--- src/rtl/reservation_station_param_if.sv ---
// ---------------------------------------------------------------------------
// reservation_station_param_if
//   Bundles the three handshakes of the reservation station:
//     dispatch : disp_valid/disp_ready + op, dest tag, source tags/values
//     CDB      : cdb_valid + broadcast tag/data (no back-pressure)
//     issue    : iss_valid/iss_ready + op, dest tag, operand values
//     count    : number of busy station slots (issue register excluded)
//   master : the surrounding pipeline (rename stage, CDB, functional unit)
//   slave  : the reservation station itself
// ---------------------------------------------------------------------------
interface reservation_station_param_if #(
  parameter int ENTRIES = 8,
  parameter int DATA_W  = 16,
  parameter int TAG_W   = 3,
  parameter int OPC_W   = 16
);
  localparam int CNT_W = $clog2(ENTRIES + 1);

  logic              disp_valid;
  logic              disp_ready;
  logic [OPC_W-1:0]  disp_op;
  logic [TAG_W-1:0]  disp_tag;
  logic [TAG_W-1:0]  disp_qj;
  logic [TAG_W-1:0]  disp_qk;
  logic [DATA_W-1:0] disp_vj;
  logic [DATA_W-1:0] disp_vk;

  logic              cdb_valid;
  logic [TAG_W-1:0]  cdb_tag;
  logic [DATA_W-1:0] cdb_data;

  logic              iss_valid;
  logic              iss_ready;
  logic [OPC_W-1:0]  iss_op;
  logic [TAG_W-1:0]  iss_tag;
  logic [DATA_W-1:0] iss_vj;
  logic [DATA_W-1:0] iss_vk;

  logic [CNT_W-1:0]  count;

  modport master (
    output disp_valid, disp_op, disp_tag, disp_qj, disp_qk, disp_vj, disp_vk,
    input  disp_ready,
    output cdb_valid, cdb_tag, cdb_data,
    input  iss_valid, iss_op, iss_tag, iss_vj, iss_vk,
    output iss_ready,
    input  count
  );

  modport slave (
    input  disp_valid, disp_op, disp_tag, disp_qj, disp_qk, disp_vj, disp_vk,
    output disp_ready,
    input  cdb_valid, cdb_tag, cdb_data,
    output iss_valid, iss_op, iss_tag, iss_vj, iss_vk,
    input  iss_ready,
    output count
  );
endinterface

--- src/rtl/reservation_station_param.sv ---
// ---------------------------------------------------------------------------
// reservation_station_param
//   Tomasulo reservation station with ENTRIES slots. Renamed instructions are
//   dispatched into the lowest free slot, waiting operands are woken by CDB
//   broadcasts (tag 0 means "value present"), and the oldest fully ready slot
//   is moved into a registered issue stage drained by a valid/ready handshake.
// Ports
//   clk_i   : rising-edge clock
//   rst_ni  : asynchronous active-low reset
//   flush_i : synchronous clear of all slots and the issue register
//   rs_if   : dispatch / CDB / issue / count bundle (slave side)
// ---------------------------------------------------------------------------
module reservation_station_param #(
  parameter int ENTRIES = 8,
  parameter int DATA_W  = 16,
  parameter int TAG_W   = 3,
  parameter int OPC_W   = 16
) (
  input  logic                          clk_i,
  input  logic                          rst_ni,
  input  logic                          flush_i,
  reservation_station_param_if.slave    rs_if
);

  localparam int CNT_W  = $clog2(ENTRIES + 1);
  localparam int IDX_W  = $clog2(ENTRIES);
  localparam int RANK_W = IDX_W;

  // Slot state
  logic [ENTRIES-1:0] busy_q;
  logic [OPC_W-1:0]   op_q   [ENTRIES];
  logic [TAG_W-1:0]   tag_q  [ENTRIES];
  logic [TAG_W-1:0]   qj_q   [ENTRIES];
  logic [TAG_W-1:0]   qk_q   [ENTRIES];
  logic [DATA_W-1:0]  vj_q   [ENTRIES];
  logic [DATA_W-1:0]  vk_q   [ENTRIES];
  logic [RANK_W-1:0]  rank_q [ENTRIES];

  // Issue register and occupancy
  logic               iss_valid_q;
  logic [OPC_W-1:0]   iss_op_q;
  logic [TAG_W-1:0]   iss_tag_q;
  logic [DATA_W-1:0]  iss_vj_q;
  logic [DATA_W-1:0]  iss_vk_q;
  logic [CNT_W-1:0]   count_q, count_d;

  // Per-slot combinational status
  logic [ENTRIES-1:0] slot_rdy;
  logic [ENTRIES-1:0] hit_j;
  logic [ENTRIES-1:0] hit_k;

  logic               cdb_live;
  assign cdb_live = rs_if.cdb_valid && (rs_if.cdb_tag != '0);

  genvar gi;
  generate
    for (gi = 0; gi < ENTRIES; gi++) begin : g_slot_stat
      // Readiness uses pre-edge tags, so a wakeup only counts next cycle.
      assign slot_rdy[gi] = busy_q[gi] && (qj_q[gi] == '0) && (qk_q[gi] == '0);
      assign hit_j[gi]    = busy_q[gi] && cdb_live && (qj_q[gi] == rs_if.cdb_tag);
      assign hit_k[gi]    = busy_q[gi] && cdb_live && (qk_q[gi] == rs_if.cdb_tag);
    end
  endgenerate

  // Oldest ready slot: smallest rank among ready slots (ranks are unique).
  logic              sel_found;
  logic [IDX_W-1:0]  sel_idx;
  logic [RANK_W-1:0] sel_rank;

  always_comb begin
    sel_found = 1'b0;
    sel_idx   = '0;
    sel_rank  = '0;
    for (int i = 0; i < ENTRIES; i++) begin
      if (slot_rdy[i] && (!sel_found || (rank_q[i] < sel_rank))) begin
        sel_found = 1'b1;
        sel_idx   = IDX_W'(i);
        sel_rank  = rank_q[i];
      end
    end
  end

  // Lowest-index free slot (scan downward so the lowest index wins).
  logic             free_found;
  logic [IDX_W-1:0] free_idx;

  always_comb begin
    free_found = 1'b0;
    free_idx   = '0;
    for (int i = ENTRIES - 1; i >= 0; i--) begin
      if (!busy_q[i]) begin
        free_found = 1'b1;
        free_idx   = IDX_W'(i);
      end
    end
  end

  logic disp_acc;
  logic load_iss;

  assign disp_acc = rs_if.disp_valid && free_found && !flush_i;
  assign load_iss = (!iss_valid_q || rs_if.iss_ready) && !flush_i && sel_found;

  // Dispatch-side CDB bypass: a source produced this very cycle is captured now.
  logic              byp_j, byp_k;
  logic [TAG_W-1:0]  disp_qj_eff, disp_qk_eff;
  logic [DATA_W-1:0] disp_vj_eff, disp_vk_eff;

  assign byp_j       = cdb_live && (rs_if.disp_qj == rs_if.cdb_tag);
  assign byp_k       = cdb_live && (rs_if.disp_qk == rs_if.cdb_tag);
  assign disp_qj_eff = byp_j ? '0 : rs_if.disp_qj;
  assign disp_qk_eff = byp_k ? '0 : rs_if.disp_qk;
  assign disp_vj_eff = byp_j ? rs_if.cdb_data : rs_if.disp_vj;
  assign disp_vk_eff = byp_k ? rs_if.cdb_data : rs_if.disp_vk;

  // If a slot leaves on the same edge, everyone above it shifts down by one,
  // so the newcomer takes the rank just past the surviving entries.
  logic [CNT_W-1:0]  new_rank_full;
  logic [RANK_W-1:0] new_rank;

  assign new_rank_full = count_q - CNT_W'(load_iss);
  assign new_rank      = RANK_W'(new_rank_full);

  always_ff @(posedge clk_i or negedge rst_ni) begin
    if (!rst_ni) begin
      busy_q <= '0;
      for (int i = 0; i < ENTRIES; i++) begin
        op_q[i]   <= '0;
        tag_q[i]  <= '0;
        qj_q[i]   <= '0;
        qk_q[i]   <= '0;
        vj_q[i]   <= '0;
        vk_q[i]   <= '0;
        rank_q[i] <= '0;
      end
    end else if (flush_i) begin
      busy_q <= '0;
    end else begin
      for (int i = 0; i < ENTRIES; i++) begin
        if (disp_acc && (free_idx == IDX_W'(i))) begin
          busy_q[i] <= 1'b1;
          op_q[i]   <= rs_if.disp_op;
          tag_q[i]  <= rs_if.disp_tag;
          qj_q[i]   <= disp_qj_eff;
          qk_q[i]   <= disp_qk_eff;
          vj_q[i]   <= disp_vj_eff;
          vk_q[i]   <= disp_vk_eff;
          rank_q[i] <= new_rank;
        end else begin
          if (load_iss && (sel_idx == IDX_W'(i))) begin
            busy_q[i] <= 1'b0;
          end
          if (hit_j[i]) begin
            qj_q[i] <= '0;
            vj_q[i] <= rs_if.cdb_data;
          end
          if (hit_k[i]) begin
            qk_q[i] <= '0;
            vk_q[i] <= rs_if.cdb_data;
          end
          if (load_iss && busy_q[i] && (rank_q[i] > sel_rank)) begin
            rank_q[i] <= rank_q[i] - RANK_W'(1);
          end
        end
      end
    end
  end

  always_comb begin
    count_d = count_q;
    if (flush_i) begin
      count_d = '0;
    end else begin
      case ({disp_acc, load_iss})
        2'b10:   count_d = count_q + CNT_W'(1);
        2'b01:   count_d = count_q - CNT_W'(1);
        default: count_d = count_q;
      endcase
    end
  end

  always_ff @(posedge clk_i or negedge rst_ni) begin
    if (!rst_ni) begin
      iss_valid_q <= 1'b0;
      iss_op_q    <= '0;
      iss_tag_q   <= '0;
      iss_vj_q    <= '0;
      iss_vk_q    <= '0;
      count_q     <= '0;
    end else begin
      count_q <= count_d;
      if (flush_i) begin
        iss_valid_q <= 1'b0;
      end else if (load_iss) begin
        iss_valid_q <= 1'b1;
        iss_op_q    <= op_q[sel_idx];
        iss_tag_q   <= tag_q[sel_idx];
        iss_vj_q    <= vj_q[sel_idx];
        iss_vk_q    <= vk_q[sel_idx];
      end else if (rs_if.iss_ready) begin
        iss_valid_q <= 1'b0;
      end
    end
  end

  assign rs_if.disp_ready = free_found;
  assign rs_if.iss_valid  = iss_valid_q;
  assign rs_if.iss_op     = iss_op_q;
  assign rs_if.iss_tag    = iss_tag_q;
  assign rs_if.iss_vj     = iss_vj_q;
  assign rs_if.iss_vk     = iss_vk_q;
  assign rs_if.count      = count_q;

endmodule
--- src/flat_wrapper.sv ---
// flat-port wrapper written by rule: the top's interface ports become plain ports
module reservation_station_param_flat 
#(
  parameter int ENTRIES = 8,
  parameter int DATA_W  = 16,
  parameter int TAG_W   = 3,
  parameter int OPC_W   = 16
)
  (clk_i, rst_ni, flush_i, rs_if_disp_valid, rs_if_disp_op, rs_if_disp_tag, rs_if_disp_qj, rs_if_disp_qk, rs_if_disp_vj, rs_if_disp_vk, rs_if_disp_ready, rs_if_cdb_valid, rs_if_cdb_tag, rs_if_cdb_data, rs_if_iss_valid, rs_if_iss_op, rs_if_iss_tag, rs_if_iss_vj, rs_if_iss_vk, rs_if_iss_ready, rs_if_count);
  reservation_station_param_if #(.ENTRIES(ENTRIES), .DATA_W(DATA_W), .TAG_W(TAG_W), .OPC_W(OPC_W)) rs_if_i ();
  input  logic clk_i;
  input  logic rst_ni;
  input  logic flush_i;
  input wire logic [$bits(rs_if_i.disp_valid)-1:0] rs_if_disp_valid;
  input wire logic [$bits(rs_if_i.disp_op)-1:0] rs_if_disp_op;
  input wire logic [$bits(rs_if_i.disp_tag)-1:0] rs_if_disp_tag;
  input wire logic [$bits(rs_if_i.disp_qj)-1:0] rs_if_disp_qj;
  input wire logic [$bits(rs_if_i.disp_qk)-1:0] rs_if_disp_qk;
  input wire logic [$bits(rs_if_i.disp_vj)-1:0] rs_if_disp_vj;
  input wire logic [$bits(rs_if_i.disp_vk)-1:0] rs_if_disp_vk;
  output wire logic [$bits(rs_if_i.disp_ready)-1:0] rs_if_disp_ready;
  input wire logic [$bits(rs_if_i.cdb_valid)-1:0] rs_if_cdb_valid;
  input wire logic [$bits(rs_if_i.cdb_tag)-1:0] rs_if_cdb_tag;
  input wire logic [$bits(rs_if_i.cdb_data)-1:0] rs_if_cdb_data;
  output wire logic [$bits(rs_if_i.iss_valid)-1:0] rs_if_iss_valid;
  output wire logic [$bits(rs_if_i.iss_op)-1:0] rs_if_iss_op;
  output wire logic [$bits(rs_if_i.iss_tag)-1:0] rs_if_iss_tag;
  output wire logic [$bits(rs_if_i.iss_vj)-1:0] rs_if_iss_vj;
  output wire logic [$bits(rs_if_i.iss_vk)-1:0] rs_if_iss_vk;
  input wire logic [$bits(rs_if_i.iss_ready)-1:0] rs_if_iss_ready;
  output wire logic [$bits(rs_if_i.count)-1:0] rs_if_count;
  assign rs_if_i.disp_valid = rs_if_disp_valid;
  assign rs_if_i.disp_op = rs_if_disp_op;
  assign rs_if_i.disp_tag = rs_if_disp_tag;
  assign rs_if_i.disp_qj = rs_if_disp_qj;
  assign rs_if_i.disp_qk = rs_if_disp_qk;
  assign rs_if_i.disp_vj = rs_if_disp_vj;
  assign rs_if_i.disp_vk = rs_if_disp_vk;
  assign rs_if_disp_ready = rs_if_i.disp_ready;
  assign rs_if_i.cdb_valid = rs_if_cdb_valid;
  assign rs_if_i.cdb_tag = rs_if_cdb_tag;
  assign rs_if_i.cdb_data = rs_if_cdb_data;
  assign rs_if_iss_valid = rs_if_i.iss_valid;
  assign rs_if_iss_op = rs_if_i.iss_op;
  assign rs_if_iss_tag = rs_if_i.iss_tag;
  assign rs_if_iss_vj = rs_if_i.iss_vj;
  assign rs_if_iss_vk = rs_if_i.iss_vk;
  assign rs_if_i.iss_ready = rs_if_iss_ready;
  assign rs_if_count = rs_if_i.count;
  reservation_station_param #(.ENTRIES(ENTRIES), .DATA_W(DATA_W), .TAG_W(TAG_W), .OPC_W(OPC_W)) u_core (.clk_i(clk_i), .rst_ni(rst_ni), .flush_i(flush_i), .rs_if(rs_if_i));
endmodule
--- config.mk ---
export PLATFORM = sky130hd
export DESIGN_NAME = reservation_station_param_flat
export DESIGN_NICKNAME = d
export VERILOG_FILES = /design/src/rtl/reservation_station_param_if.sv /design/src/rtl/reservation_station_param.sv /design/src/flat_wrapper.sv
export SDC_FILE = /design/constraint.sdc
export NUM_CORES = 1
export LEC_CHECK = 0
export ABC_AREA = 1
export ABC_CLOCK_PERIOD_IN_PS = 26100
export BUFFER_PORTS_ARGS = -buffer_cell sky130_fd_sc_hd__clkbuf_2
export CAP_MARGIN = 25
export CORE_UTILIZATION = 55
export DETAILED_ROUTE_END_ITERATION = 8
export GPL_TIMING_DRIVEN = 0
export PLACE_DENSITY = 0.73
export SLEW_MARGIN = 20
export SYNTH_ARGS = -nofsm -noshare
export SYNTH_HDL_FRONTEND = slang
export SYNTH_SLANG_ARGS = --single-unit
--- constraint.sdc ---
create_clock -name clk_i -period 26.1 [get_ports clk_i]
set_clock_uncertainty 0.2 [all_clocks]
set_input_delay 3.915 -clock clk_i [delete_from_list [all_inputs] [get_ports clk_i]]
set_output_delay 3.915 -clock clk_i [all_outputs]
set_load 0.03 [all_outputs]
==> results.py <==
metrics = {
    "critical_path": {
        "cp.required_ps": 26460,
        "r2r_end": "u_core.rank_q[1]",
        "r2r_start": "u_core.busy_q[0]",
        "slowest_stage": "o21ai_1",
        "crit_arrival_ps": 10000,
        "r2r_cells": 62,
        "critPathCapture": "u_core.rank_q[1]",
        "rrSetupSlack_ps": 16470,
        "crit_fanout": 10,
        "start_kind": "flop",
        "critical_path_class": "flop to flop",
        "max_stage_delay_ps": 780,
        "worst_path_most_repeated_cell": "nand2_1",
        "cp-startpoint": "u_core.busy_q[0]",
        "endpoint_kind": "flop",
    },
    "sta": {
        "fin_crit_ps": 9634,
        "setup_tns_ps": 0,
        "tightest_slew_ps": 1194,
        "fin_crit_sh_pct": 36.91,
        "finalSetupViolations": 0,
        "slew_headroom_pct": 20.42,
        "finalHoldViolCount": 0,
        "rsz0062_at_grt": "no",
        "slew_violations": 0,
        "fmax_mhz": 103.8,
    },
    "placement": {
        "dp_hpwl_mm": 77.53,
        "placed_area_um2": 30290,
        "port_buffers": 122,
        "place_congestion": 1.043,
    },
    "clocking": {
        "cts_max_level": 2,
        "insertion_delay_ps": 660,
        "cts_made_buffers": 57,
        "root_buffer": "clkbuf_16",
        "cts_tree": "yes",
        "clock_sinks": 544,
        "clk_pin_slew_ps": 60,
        "postCtsSetupBuffers": 0,
        "postCtsHoldBufs": 0,
        "cts_buffer_depth": 3,
        "ctsResizeCount": 0,
    },
    "grt": {
        "grtUsageTotal_pct": 42.26,
        "grt_pass1_vias": 27100,
        "antenna_found_initial": 4,
        "grt_pass1_wl_mm": 166.2,
        "grt_max_degree": 93,
        "grt.overflow.total": 0,
    },
    "layout": {
        "fillCellCount": 4479,
        "postLayoutCellArea_um2": 32230,
        "synthToLayoutAreaGrowth_pct": 12.75,
        "drive_above_1_share_pct": 15.73,
        "regArea_um2": 13610,
        "multi_input_area_um2": 13140,
        "mostFrequentLayoutCells": "887 x nand2_1, 544 x dfrtp_1, 210 x o21ai_0",
        "layout_commonest_cell": "nand2_1",
        "final_nets": 3636,
    },
    "synthesis": {
        "synthFlopType": "dfrtp_1",
        "synth.avg_cell_area_um2": 8.621,
        "synthCells": 3316,
        "synth-seq-cells": 544,
        "yosysWarnings": 0,
        "async_reset_ff_share_pct": 100.0,
        "syn_area_um2": 28590,
        "ys_seq_area_share_pct": 47.62,
        "mappedNetlistNets": 3439,
        "synth_enable_flop_cells": 0,
        "ys_types": 54,
    },
    "pwr": {
        "power.internal_mw": 1.598,
        "power_switching_uw": 716.1,
        "power_per_cell_area_nw_per_um2": 71.78,
        "seq_power_share_pct": 46.0,
        "p_comb_share_pct": 17.8,
        "clockPowerShare_pct": 36.2,
        "switching_share_pct": 30.95,
        "total_leakage_power_nw": 15.25,
        "ir_drop_v": 0.00007642,
        "total_power_mw": 2.314,
    },
    "detailed_routing": {
        "wl_mm": 112.6,
        "drtPass1Iterations": 9,
        "wl_per_cell_um": 26.55,
        "antenna_violating_nets_post_route": 0,
        "drtIter0Drc": 3945,
        "vias": 27900,
        "post-route-drc-count": 1,
        "vias_per_cell": 6.579,
    },
    "die": {
        "die_w_um": 230.0,
        "die_area_um2": 52900,
        "num_rows": 83,
        "core_um2": 51300,
        "start_util_pct": 55.73,
        "io_pins": 139,
        "die_h_um": 230.0,
    },
    "job": {
        "max-cap-violations": 0,
    },
    "outcome": {
        "violations": "DRC",
        "outcome": "finished with violations",
    },
    "worst_hold_path": {
        "hp-class": "flop to flop",
    },
}
-- worst max-delay path, delay by kind of cell, from the launching register on --
| kind | cells | cell delay [ps] |
|---|---|---|
| compound gates | 13 | 3160 |
| buf+inv | 6 | 420 |
| fa+ha+maj | 8 | 2460 |
| flops | 1 | 410 |
| simple gates | 35 | 2870 |
-- how the worst min path moves through the flow --
stage,slack [ps],startpoint,end,cells past startpoint
5_1_grt,300,u_core.vk_q[102],u_core.vk_q[102],1
3_5_place_dp,270,u_core.op_q[110],u_core.op_q[110],2
6_report,290,u_core.op_q[19],u_core.op_q[19],2
4_1_cts,290,u_core.op_q[110],u_core.op_q[110],2
3_3_place_gp,270,u_core.op_q[28],u_core.op_q[28],2
2_1_floorplan,250,u_core.vj_q[11],u_core.vj_q[11],2
-- stage by stage --
stage | cells | hold slack [ps] | worst slack [ps] | utilization (%)
2_1_floorplan | 3316 | 249.2 | 17780 | -
3_3_place_gp | 4118 | 265.4 | 8562 | 58.58
3_5_place_dp | 4129 | 273.5 | 16500 | 59.04
4_1_cts | 4229 | 288.9 | 16450 | 62.69
5_1_grt | 4234 | 298.1 | 15520 | 62.80
6_report | 4240 | 287.8 | 16470 | 62.83
-- cell families after synthesis --
| logic type | share of synthesized area [%] |
|---|---|
| flip-flops | 47.62 |
| AND/OR/NAND/NOR | 23.48 |
| multiplexers | 1.295 |
| XOR/XNOR | 1.409 |
| adder cells (fa/ha/maj) | 1.821 |
| AO/OA/AOI/OAI | 17.81 |
| buffers and inverters | 6.569 |
-- area by class of cell --
cell class,count,share of cell area [%]
inverter,164,1.921
multi-input combinational,2384,40.76
buffer,224,3.913
sequential,544,42.23
antenna,6,0.04658
clock buffer,82,5.027
timing repair buffer,138,2.674
clock inverter,18,0.7841
tap,680,2.640
-- synthesized netlist by cell type, types with 15 or more instances --
| master | n | area (µm²) |
|---|---|---|
| o22ai_1 | 56 | 350.3 |
| xnor2_1 | 34 | 297.8 |
| nand3_1 | 120 | 600.6 |
| a21oi_1 | 27 | 135.1 |
| nand2_1 | 887 | 3329 |
| o21a_1 | 78 | 585.6 |
| ha_1 | 40 | 500.5 |
| buf_8 | 15 | 225.2 |
| dfrtp_1 | 544 | 13610 |
| inv_1 | 149 | 559.3 |
| nand2_2 | 16 | 100.1 |
| mux2i_1 | 37 | 370.4 |
| clkbuf_1 | 157 | 589.3 |
| a22oi_2 | 58 | 725.7 |
| nand4_1 | 78 | 488.0 |
| a31oi_1 | 162 | 1013 |
| or2_2 | 156 | 975.9 |
| o211ai_1 | 91 | 683.2 |
| nor2_1 | 199 | 747.0 |
| a22oi_1 | 44 | 330.3 |
| buf_4 | 17 | 127.6 |
| o21ai_0 | 212 | 1061 |
-- flip-flops by register name (all words and copies together) (netlist names) --
register                flops
u_core.rs_if.iss_valid      1
u_core.qk_q                24
u_core.rs_if.iss_op        16
u_core.busy_q               8
u_core.rs_if.count          4
u_core.rs_if.iss_vj        16
u_core.op_q               128
u_core.tag_q               24
u_core.vj_q               128
u_core.vk_q               128
u_core.rank_q              24
u_core.rs_if.iss_tag        3
u_core.rs_if.iss_vk        16
u_core.qj_q                24
-- metal layers --
layer	GRT usage, %	wire (µm)	vias up
met2	63.36	48780	2119
met3	12.50	14300	538
met4	29.12	8801	4
met5	0	39	-
li1	-	-	11690
met1	52.57	40640	13540
-- power by group through the flow --
stage	Combinational, mW	Clock, mW	Sequential [mW]
final	0.412	0.838	1.06
after floorplan	0.239	0	1.09
after global routing	0.452	0.864	1.07
after global placement	0.383	0	1.07
after detailed placement	0.403	0	1.07
after CTS	0.406	0.831	1.06
Power figures use the tool's default switching activity.
